**config.mk**
```make
export PLATFORM = sky130hd
export DESIGN_NAME = sccb_target
export DESIGN_NICKNAME = d
export VERILOG_FILES = /design/src/rtl/sccb_target.sv
export SDC_FILE = /design/constraint.sdc
export NUM_CORES = 2
export LEC_CHECK = 0
export CAP_MARGIN = 20
export CORE_MARGIN = 2
export CORE_UTILIZATION = 45
export DETAILED_ROUTE_END_ITERATION = 10
export SLEW_MARGIN = 10
export SYNTH_ARGS = -nofsm -noshare
export SYNTH_HDL_FRONTEND = slang
export SYNTH_SLANG_ARGS = --single-unit
```
**constraint.sdc**
```tcl
create_clock -name clk -period 3.75 [get_ports clk]
set_clock_uncertainty 0.2 [all_clocks]
set_input_delay 0.75 -clock clk [delete_from_list [all_inputs] [get_ports clk]]
set_output_delay 0.75 -clock clk [all_outputs]
set_load 0.05 [all_outputs]
```
**src/rtl/sccb_target.sv**
```systemverilog
// SCCB/I2C target: decodes START/STOP, matches a 7-bit device address and
// serves register writes/reads against an internal 256x8 register file.
module sccb_target #(
    parameter logic [6:0] DEV_ADDR    = 7'h21,
    parameter int         SYNC_STAGES = 2
) (
    input  logic       clk,
    input  logic       rst,
    input  logic       scl,
    input  logic       sda_i,
    output logic       sda_oe,
    input  logic [7:0] reg_rd_addr,
    output logic [7:0] reg_rd_data,
    output logic       wr_valid,
    output logic [7:0] wr_addr,
    output logic [7:0] wr_data,
    output logic       busy
);

    typedef enum logic [3:0] {
        ST_IDLE     = 4'd0,
        ST_DEV_ADDR = 4'd1,
        ST_ADDR_ACK = 4'd2,
        ST_REG_ADDR = 4'd3,
        ST_REG_ACK  = 4'd4,
        ST_WR_DATA  = 4'd5,
        ST_WR_ACK   = 4'd6,
        ST_RD_DATA  = 4'd7,
        ST_RD_ACK   = 4'd8,
        ST_IGNORE   = 4'd9
    } state_t;

    logic [SYNC_STAGES-1:0] scl_sync_r;
    logic [SYNC_STAGES-1:0] sda_sync_r;
    logic                   scl_hist_r;
    logic                   sda_hist_r;

    logic scl_s;
    logic sda_s;
    logic start_s;
    logic stop_s;
    logic scl_rise_s;
    logic scl_fall_s;

    state_t     state_r;
    logic [2:0] bit_cnt_r;
    logic [7:0] shift_r;
    logic [7:0] ptr_r;
    logic       phase_r;
    logic       rw_r;
    logic       sda_oe_r;
    logic       busy_r;
    logic       wr_valid_r;
    logic [7:0] wr_addr_r;
    logic [7:0] wr_data_r;

    state_t     state_nxt_s;
    logic [2:0] bit_cnt_nxt_s;
    logic [7:0] shift_nxt_s;
    logic [7:0] ptr_nxt_s;
    logic       phase_nxt_s;
    logic       rw_nxt_s;
    logic       sda_oe_nxt_s;
    logic       busy_nxt_s;
    logic       wr_valid_nxt_s;
    logic [7:0] wr_addr_nxt_s;
    logic [7:0] wr_data_nxt_s;
    logic       reg_we_s;

    logic [7:0] regs_r [256];
    logic [7:0] byte_s;
    logic [7:0] rd_byte_s;

    // Pin synchronizers and edge history; left free-running through reset so
    // that releasing reset never fabricates a START or STOP.
    always_ff @(posedge clk) begin
        scl_sync_r <= {scl_sync_r[SYNC_STAGES-2:0], scl};
        sda_sync_r <= {sda_sync_r[SYNC_STAGES-2:0], sda_i};
        scl_hist_r <= scl_sync_r[SYNC_STAGES-1];
        sda_hist_r <= sda_sync_r[SYNC_STAGES-1];
    end

    assign scl_s      = scl_sync_r[SYNC_STAGES-1];
    assign sda_s      = sda_sync_r[SYNC_STAGES-1];
    assign start_s    = scl_s & scl_hist_r & sda_hist_r & ~sda_s;
    assign stop_s     = scl_s & scl_hist_r & ~sda_hist_r & sda_s;
    assign scl_rise_s = scl_s & ~scl_hist_r;
    assign scl_fall_s = ~scl_s & scl_hist_r;

    assign byte_s    = {shift_r[6:0], sda_s};
    assign rd_byte_s = regs_r[ptr_r];

    // Protocol state machine: next state and all next register values.
    always_comb begin
        state_nxt_s    = state_r;
        bit_cnt_nxt_s  = bit_cnt_r;
        shift_nxt_s    = shift_r;
        ptr_nxt_s      = ptr_r;
        phase_nxt_s    = phase_r;
        rw_nxt_s       = rw_r;
        sda_oe_nxt_s   = sda_oe_r;
        busy_nxt_s     = busy_r;
        wr_valid_nxt_s = 1'b0;
        wr_addr_nxt_s  = wr_addr_r;
        wr_data_nxt_s  = wr_data_r;
        reg_we_s       = 1'b0;

        if (start_s) begin
            state_nxt_s   = ST_DEV_ADDR;
            bit_cnt_nxt_s = 3'd0;
            phase_nxt_s   = 1'b0;
            sda_oe_nxt_s  = 1'b0;
        end else if (stop_s) begin
            state_nxt_s   = ST_IDLE;
            bit_cnt_nxt_s = 3'd0;
            phase_nxt_s   = 1'b0;
            sda_oe_nxt_s  = 1'b0;
            busy_nxt_s    = 1'b0;
        end else begin
            case (state_r)
                ST_IDLE, ST_IGNORE: begin
                    state_nxt_s = state_r;
                end

                ST_DEV_ADDR, ST_REG_ADDR, ST_WR_DATA: begin
                    if (scl_rise_s) begin
                        shift_nxt_s   = byte_s;
                        bit_cnt_nxt_s = bit_cnt_r + 3'd1;
                        if (bit_cnt_r == 3'd7) begin
                            phase_nxt_s = 1'b0;
                            if (state_r == ST_DEV_ADDR) begin
                                if (byte_s[7:1] == DEV_ADDR) begin
                                    state_nxt_s = ST_ADDR_ACK;
                                    busy_nxt_s  = 1'b1;
                                    rw_nxt_s    = byte_s[0];
                                end else begin
                                    state_nxt_s = ST_IGNORE;
                                    busy_nxt_s  = 1'b0;
                                end
                            end else if (state_r == ST_REG_ADDR) begin
                                ptr_nxt_s   = byte_s;
                                state_nxt_s = ST_REG_ACK;
                            end else begin
                                reg_we_s       = 1'b1;
                                wr_valid_nxt_s = 1'b1;
                                wr_addr_nxt_s  = ptr_r;
                                wr_data_nxt_s  = byte_s;
                                ptr_nxt_s      = ptr_r + 8'd1;
                                state_nxt_s    = ST_WR_ACK;
                            end
                        end else begin
                            state_nxt_s = state_r;
                        end
                    end else begin
                        state_nxt_s = state_r;
                    end
                end

                // First fall pulls SDA for the ACK, second fall ends the slot.
                ST_ADDR_ACK, ST_REG_ACK, ST_WR_ACK: begin
                    if (scl_fall_s) begin
                        if (!phase_r) begin
                            sda_oe_nxt_s = 1'b1;
                            phase_nxt_s  = 1'b1;
                        end else begin
                            phase_nxt_s   = 1'b0;
                            bit_cnt_nxt_s = 3'd0;
                            if ((state_r == ST_ADDR_ACK) && rw_r) begin
                                state_nxt_s  = ST_RD_DATA;
                                shift_nxt_s  = {rd_byte_s[6:0], 1'b0};
                                sda_oe_nxt_s = ~rd_byte_s[7];
                            end else if (state_r == ST_ADDR_ACK) begin
                                state_nxt_s  = ST_REG_ADDR;
                                sda_oe_nxt_s = 1'b0;
                            end else begin
                                state_nxt_s  = ST_WR_DATA;
                                sda_oe_nxt_s = 1'b0;
                            end
                        end
                    end else begin
                        state_nxt_s = state_r;
                    end
                end

                // phase_r marks that all 8 bits have been clocked out.
                ST_RD_DATA: begin
                    if (scl_rise_s) begin
                        bit_cnt_nxt_s = bit_cnt_r + 3'd1;
                        if (bit_cnt_r == 3'd7) begin
                            phase_nxt_s = 1'b1;
                        end else begin
                            phase_nxt_s = phase_r;
                        end
                    end else if (scl_fall_s) begin
                        if (phase_r) begin
                            sda_oe_nxt_s = 1'b0;
                            phase_nxt_s  = 1'b0;
                            ptr_nxt_s    = ptr_r + 8'd1;
                            state_nxt_s  = ST_RD_ACK;
                        end else begin
                            sda_oe_nxt_s = ~shift_r[7];
                            shift_nxt_s  = {shift_r[6:0], 1'b0};
                        end
                    end else begin
                        state_nxt_s = state_r;
                    end
                end

                ST_RD_ACK: begin
                    if (scl_rise_s) begin
                        if (sda_s) begin
                            state_nxt_s = ST_IGNORE;
                        end else begin
                            phase_nxt_s = 1'b1;
                        end
                    end else if (scl_fall_s && phase_r) begin
                        state_nxt_s   = ST_RD_DATA;
                        phase_nxt_s   = 1'b0;
                        bit_cnt_nxt_s = 3'd0;
                        shift_nxt_s   = {rd_byte_s[6:0], 1'b0};
                        sda_oe_nxt_s  = ~rd_byte_s[7];
                    end else begin
                        state_nxt_s = state_r;
                    end
                end

                default: begin
                    state_nxt_s  = ST_IDLE;
                    sda_oe_nxt_s = 1'b0;
                    busy_nxt_s   = 1'b0;
                end
            endcase
        end
    end

    // Protocol state and registered outputs.
    always_ff @(posedge clk) begin
        if (rst) begin
            state_r    <= ST_IDLE;
            bit_cnt_r  <= 3'd0;
            shift_r    <= 8'h00;
            ptr_r      <= 8'h00;
            phase_r    <= 1'b0;
            rw_r       <= 1'b0;
            sda_oe_r   <= 1'b0;
            busy_r     <= 1'b0;
            wr_valid_r <= 1'b0;
            wr_addr_r  <= 8'h00;
            wr_data_r  <= 8'h00;
        end else begin
            state_r    <= state_nxt_s;
            bit_cnt_r  <= bit_cnt_nxt_s;
            shift_r    <= shift_nxt_s;
            ptr_r      <= ptr_nxt_s;
            phase_r    <= phase_nxt_s;
            rw_r       <= rw_nxt_s;
            sda_oe_r   <= sda_oe_nxt_s;
            busy_r     <= busy_nxt_s;
            wr_valid_r <= wr_valid_nxt_s;
            wr_addr_r  <= wr_addr_nxt_s;
            wr_data_r  <= wr_data_nxt_s;
        end
    end

    // Register file: cleared by reset, written by the bus at the end of a data byte.
    always_ff @(posedge clk) begin
        if (rst) begin
            for (int i = 0; i < 256; i++) begin
                regs_r[i] <= 8'h00;
            end
        end else if (reg_we_s) begin
            regs_r[ptr_r] <= byte_s;
        end
    end

    assign sda_oe      = sda_oe_r;
    assign busy        = busy_r;
    assign wr_valid    = wr_valid_r;
    assign wr_addr     = wr_addr_r;
    assign wr_data     = wr_data_r;
    assign reg_rd_data = regs_r[reg_rd_addr];

endmodule

```
==> metrics.log <==
[metrics] horizontal extent of the die: 508 um
[metrics] cell breakdown of the critical path: buf_16, buf_16, buf_12, buf_12, mux4_2, mux4_2, a22oi_2, buf_4, nand2_4, a22oi_2, nand3_4, buf_8
[metrics] worst stage delay on the critical path: 570 ps
[metrics] RSZ-0062 raised after global routing: true
[metrics] worst hold slack: 55.7 ps
[metrics] Leakage: 0.0449 uW
[metrics] Avg WL per Cell: 37.8 um
[metrics] clock net sink count: 2106
[metrics] crit path DAT: 3670 ps
[metrics] Yosys top cell area share: 0.538
[metrics] #FFs+latches synth: 2106
[metrics] most common library cell in the layout ignoring fill and taps: edfxtp_1
[metrics] clock-pin transition on the worst setup and hold timing paths: 60 ps
[metrics] fraction of layout cells with a size suffix above 1: 0.328
[metrics] IO buf count: 38
[metrics] critical path data required time: 2800 ps
[metrics] Int Power: 42900 uW
[metrics] most frequent cells in the layout: 2048 x edfxtp_1, 1136 x mux4_2, 902 x and3_1
[metrics] PwrDens: 425 mW/mm2
[metrics] total of warnings raised by yosys: 0
[metrics] number of nets in the synthesized netlist: 7852
[metrics] proportion of power drawn by the clock network: 0.421
[metrics] combinational share of power: 0.086
[metrics] predominant post-synthesis flop cell: edfxtp_1
[metrics] placed wire-length estimate after detailed placement: 295000 um
[metrics] number of unique standard cell types used by synthesis: 66
[metrics] DRC violations left: 0
[metrics] Synth async-reset ratio: 0
[metrics] GRT Residual Overflow: 0
[metrics] number of flops mapped to enable cells by yosys: 2048
[metrics] critical path fanouts, max: 6
[metrics] CTS tree: done
[metrics] Clock Root Buffer: clkbuf_16
[metrics] synthesized instance count: 7831
[metrics] Slew Limit Fails: 0
[metrics] Final Setup Violations: 8
[metrics] antenna violations before repair: 26
[metrics] area added between synthesis and finish: 15.8%
[metrics] Syn Area/Cell: 14.6 um2
[metrics] Reg power frac: 0.493
[metrics] first-pass GRT wire length: 611000 um
[metrics] cell with the largest stage delay on the worst path: mux4_2
[metrics] H-tree level count: 4
[metrics] Die Y: 508 um
[metrics] cell types with the largest area share after synthesis: edfxtp_1 54%, mux4_2 22%, and3_1 5.0%
[metrics] routed via count: 82400
[metrics] drt pass-1 iters: 7
[metrics] via density per instance: 7.17
[metrics] net switching power of the design: 13300 uW
[metrics] clock insertion delay at the later pin of the skew report: 940 ps
[metrics] number of hold-slack violations in the final timing report: 0
[metrics] switching power as a share of total power: 0.237
[metrics] initial core utilization: 0.451
[metrics] largest net degree at the start of global routing: 163
[metrics] number of nets in the finished design: 7938
[metrics] relative slew slack: 0.0413
[metrics] cell taking the most area after synthesis: edfxtp_1
[metrics] Die Outline Area: 0.258 mm2
[metrics] reg-to-reg slack, setup: 10 ps
[metrics] count of max-cap constraint violations: 0
[metrics] family with the most delay on the worst path: multiplexers
[metrics] startpoint kind of the worst setup timing path: input port
[metrics] final core occ: 0.523
[metrics] first-iteration detailed-routing DRC count: 13700
[metrics] post-synth design cell area: 0.114 mm2
[metrics] Hold/Removal Path Class: in -> reg
[metrics] fill cell total of the finished layout: 20600
[metrics] final critical delay including setup and external delays: 4620 ps
[metrics] Cell Area, Placed: 0.123 mm2
[metrics] Total Wirelength: 434000 um
[metrics] final worst slack: -869 ps
[metrics] number of nets with antenna violations after detailed routing: 0
[metrics] maximum clock path buffer count: 3
[metrics] standard-cell row count: 185
[metrics] overall track demand over capacity in global routing: 0.332
[metrics] critical path endpoint category: output pin
[metrics] number of buffers created by CTS: 224
[metrics] status: finished, violations left
[metrics] crit path kind: in -> out
[metrics] placer congestion estimate: 0.967
[metrics] slew of the pin with the lowest slew margin: 1440 ps
[metrics] core area: 0.253 mm2
[metrics] vias in the first global route: 79600
[metrics] post-synthesis sequential area ratio: 0.548
[metrics] post-cts hold buffer count: 0
[metrics] Max IR drop VDD: 435 uV
[metrics] failing checks: negative setup slack
[metrics] buffer and inverter count on the worst path: 6
[metrics] Fmax: 217 MHz
[metrics] post-route standard cell area excluding fillers: 0.132 mm2
[metrics] I/O pins: 39
[metrics] final worst-path cycle share: 1.23
-- synth_stat cells (20+ instances only) --
cell          n
buf_2       138
a22oi_1     135
a21o_1       25
o31ai_1     160
o21ai_0      94
clkbuf_1    878
a21oi_1      84
edfxtp_1   2048
nand2_1     189
mux4_2     1136
a221oi_1     20
nor4_1      626
buf_1        48
nor3_1      189
nand3_1      38
buf_4        43
nor2b_1      62
nor2_1      305
and2_1      201
mux2i_1     153
a2111oi_0    26
buf_6        31
a211oi_1     53
dfxtp_1      58
and3_1      908
-- power groups by stage --
stage,sequential (uW),combinational (uW),clock (uW)
3_3_place_gp,28100,4440,0
4_1_cts,27600,4720,23700
6_report,27700,4840,23700
5_1_grt,27800,4960,24600
2_1_floorplan,27700,2800,0
3_5_place_dp,28100,4490,0
-- sequential cells by signal, indices dropped and copies added, names as in the netlist, 2 cells and up, named ones only --
signal,cells
shift_r,8
bit_cnt_r,3
scl_sync_r,2
regs_r,2048
wr_addr,8
wr_data,8
ptr_r,8
state_r,4
sda_sync_r,2
-- routing by layer --
metal	vias up	GRT usage	part of all wire
met2	6526	0.499	0.45
li1	32300	-	-
met1	42500	0.447	0.36
met3	1056	0.0879	0.13
met5	-	0	0.00026
met4	14	0.168	0.056
-- logic make-up (layout without fill, tap and decap cells) --
kind of cell | Yosys count | count (layout) | share of synthesized area
and+or+nand+nor | 2563 | 2563 | 0.127
DFF | 2106 | 2106 | 0.548
muxes | 1304 | 1304 | 0.239
buffers and inverters | 1159 | 1435 | 0.0431
AOI/OAI and AO/OA | 689 | 689 | 0.0422
adders and majority gates | 9 | 9 | 0.000984
xor gates and xnor gates | 1 | 1 | 0.0000766
other | 0 | 14 | 0
-- what timing repair did --
action | 4_1_cts | 5_1_grt
pin swaps | 29 | 29
gates resized for setup | 122 | 37
setup endpoints to repair | 16 | 56
buffers inserted | 28 | 16
cloned | 12 | 4
-- worst paths after layout --
path / start / cells past startpoint / endpoint
worst min-delay path: rst / 4 / busy$_SDFFE_PP0P_
worst min register to register: sda_sync_r[0]$_DFF_P_ / 0 / sda_sync_r[1]$_DFF_P_
worst max register to register: flip-flop / 9 / shift_r[6]$_SDFFE_PP0P_
worst max-delay path: reg_rd_addr[0] / 12 / reg_rd_data[1]
-- final cells by class --
class | instances | area [um2] | area share
Sequential cell | 2106 | 62700 | 0.473
Multi-Input combinational cell | 4566 | 47700 | 0.360
Timing Repair Buffer | 1003 | 10000 | 0.0756
Clock buffer | 257 | 5840 | 0.0441
Tap cell | 3366 | 4210 | 0.0318
Clock inverter | 159 | 1860 | 0.0140
Inverter | 16 | 98.8 | 0.000746
Antenna cell | 14 | 35.0 | 0.000264
-- through the flow --
| step | TNS (ps) | instances | worst slack, ps | total power [uW] |
|---|---|---|---|---|
| after floorplan | 0 | 7831 | 4.88 | 30500 |
| after global placement | -9870 | 11000 | -1260 | 32500 |
| after detailed placement | -9640 | 11000 | -1250 | 32600 |
| after CTS | -6560 | 11500 | -912 | 56100 |
| after global routing | -6660 | 11500 | -915 | 57400 |
| final | -6390 | 11500 | -869 | 56200 |
-- worst register-to-register path, cell delays in order, from the launching register on --
cell and delay [ps]:
dfxtp_4 740, buf_12 240, nor2b_4 610, buf_4 410, a22oi_1 140, a21oi_1 400, nor2_1 100, buf_4 200
a22o_1 310, o32ai_1 290
No activity file was read; power rests on OpenSTA's default activity.
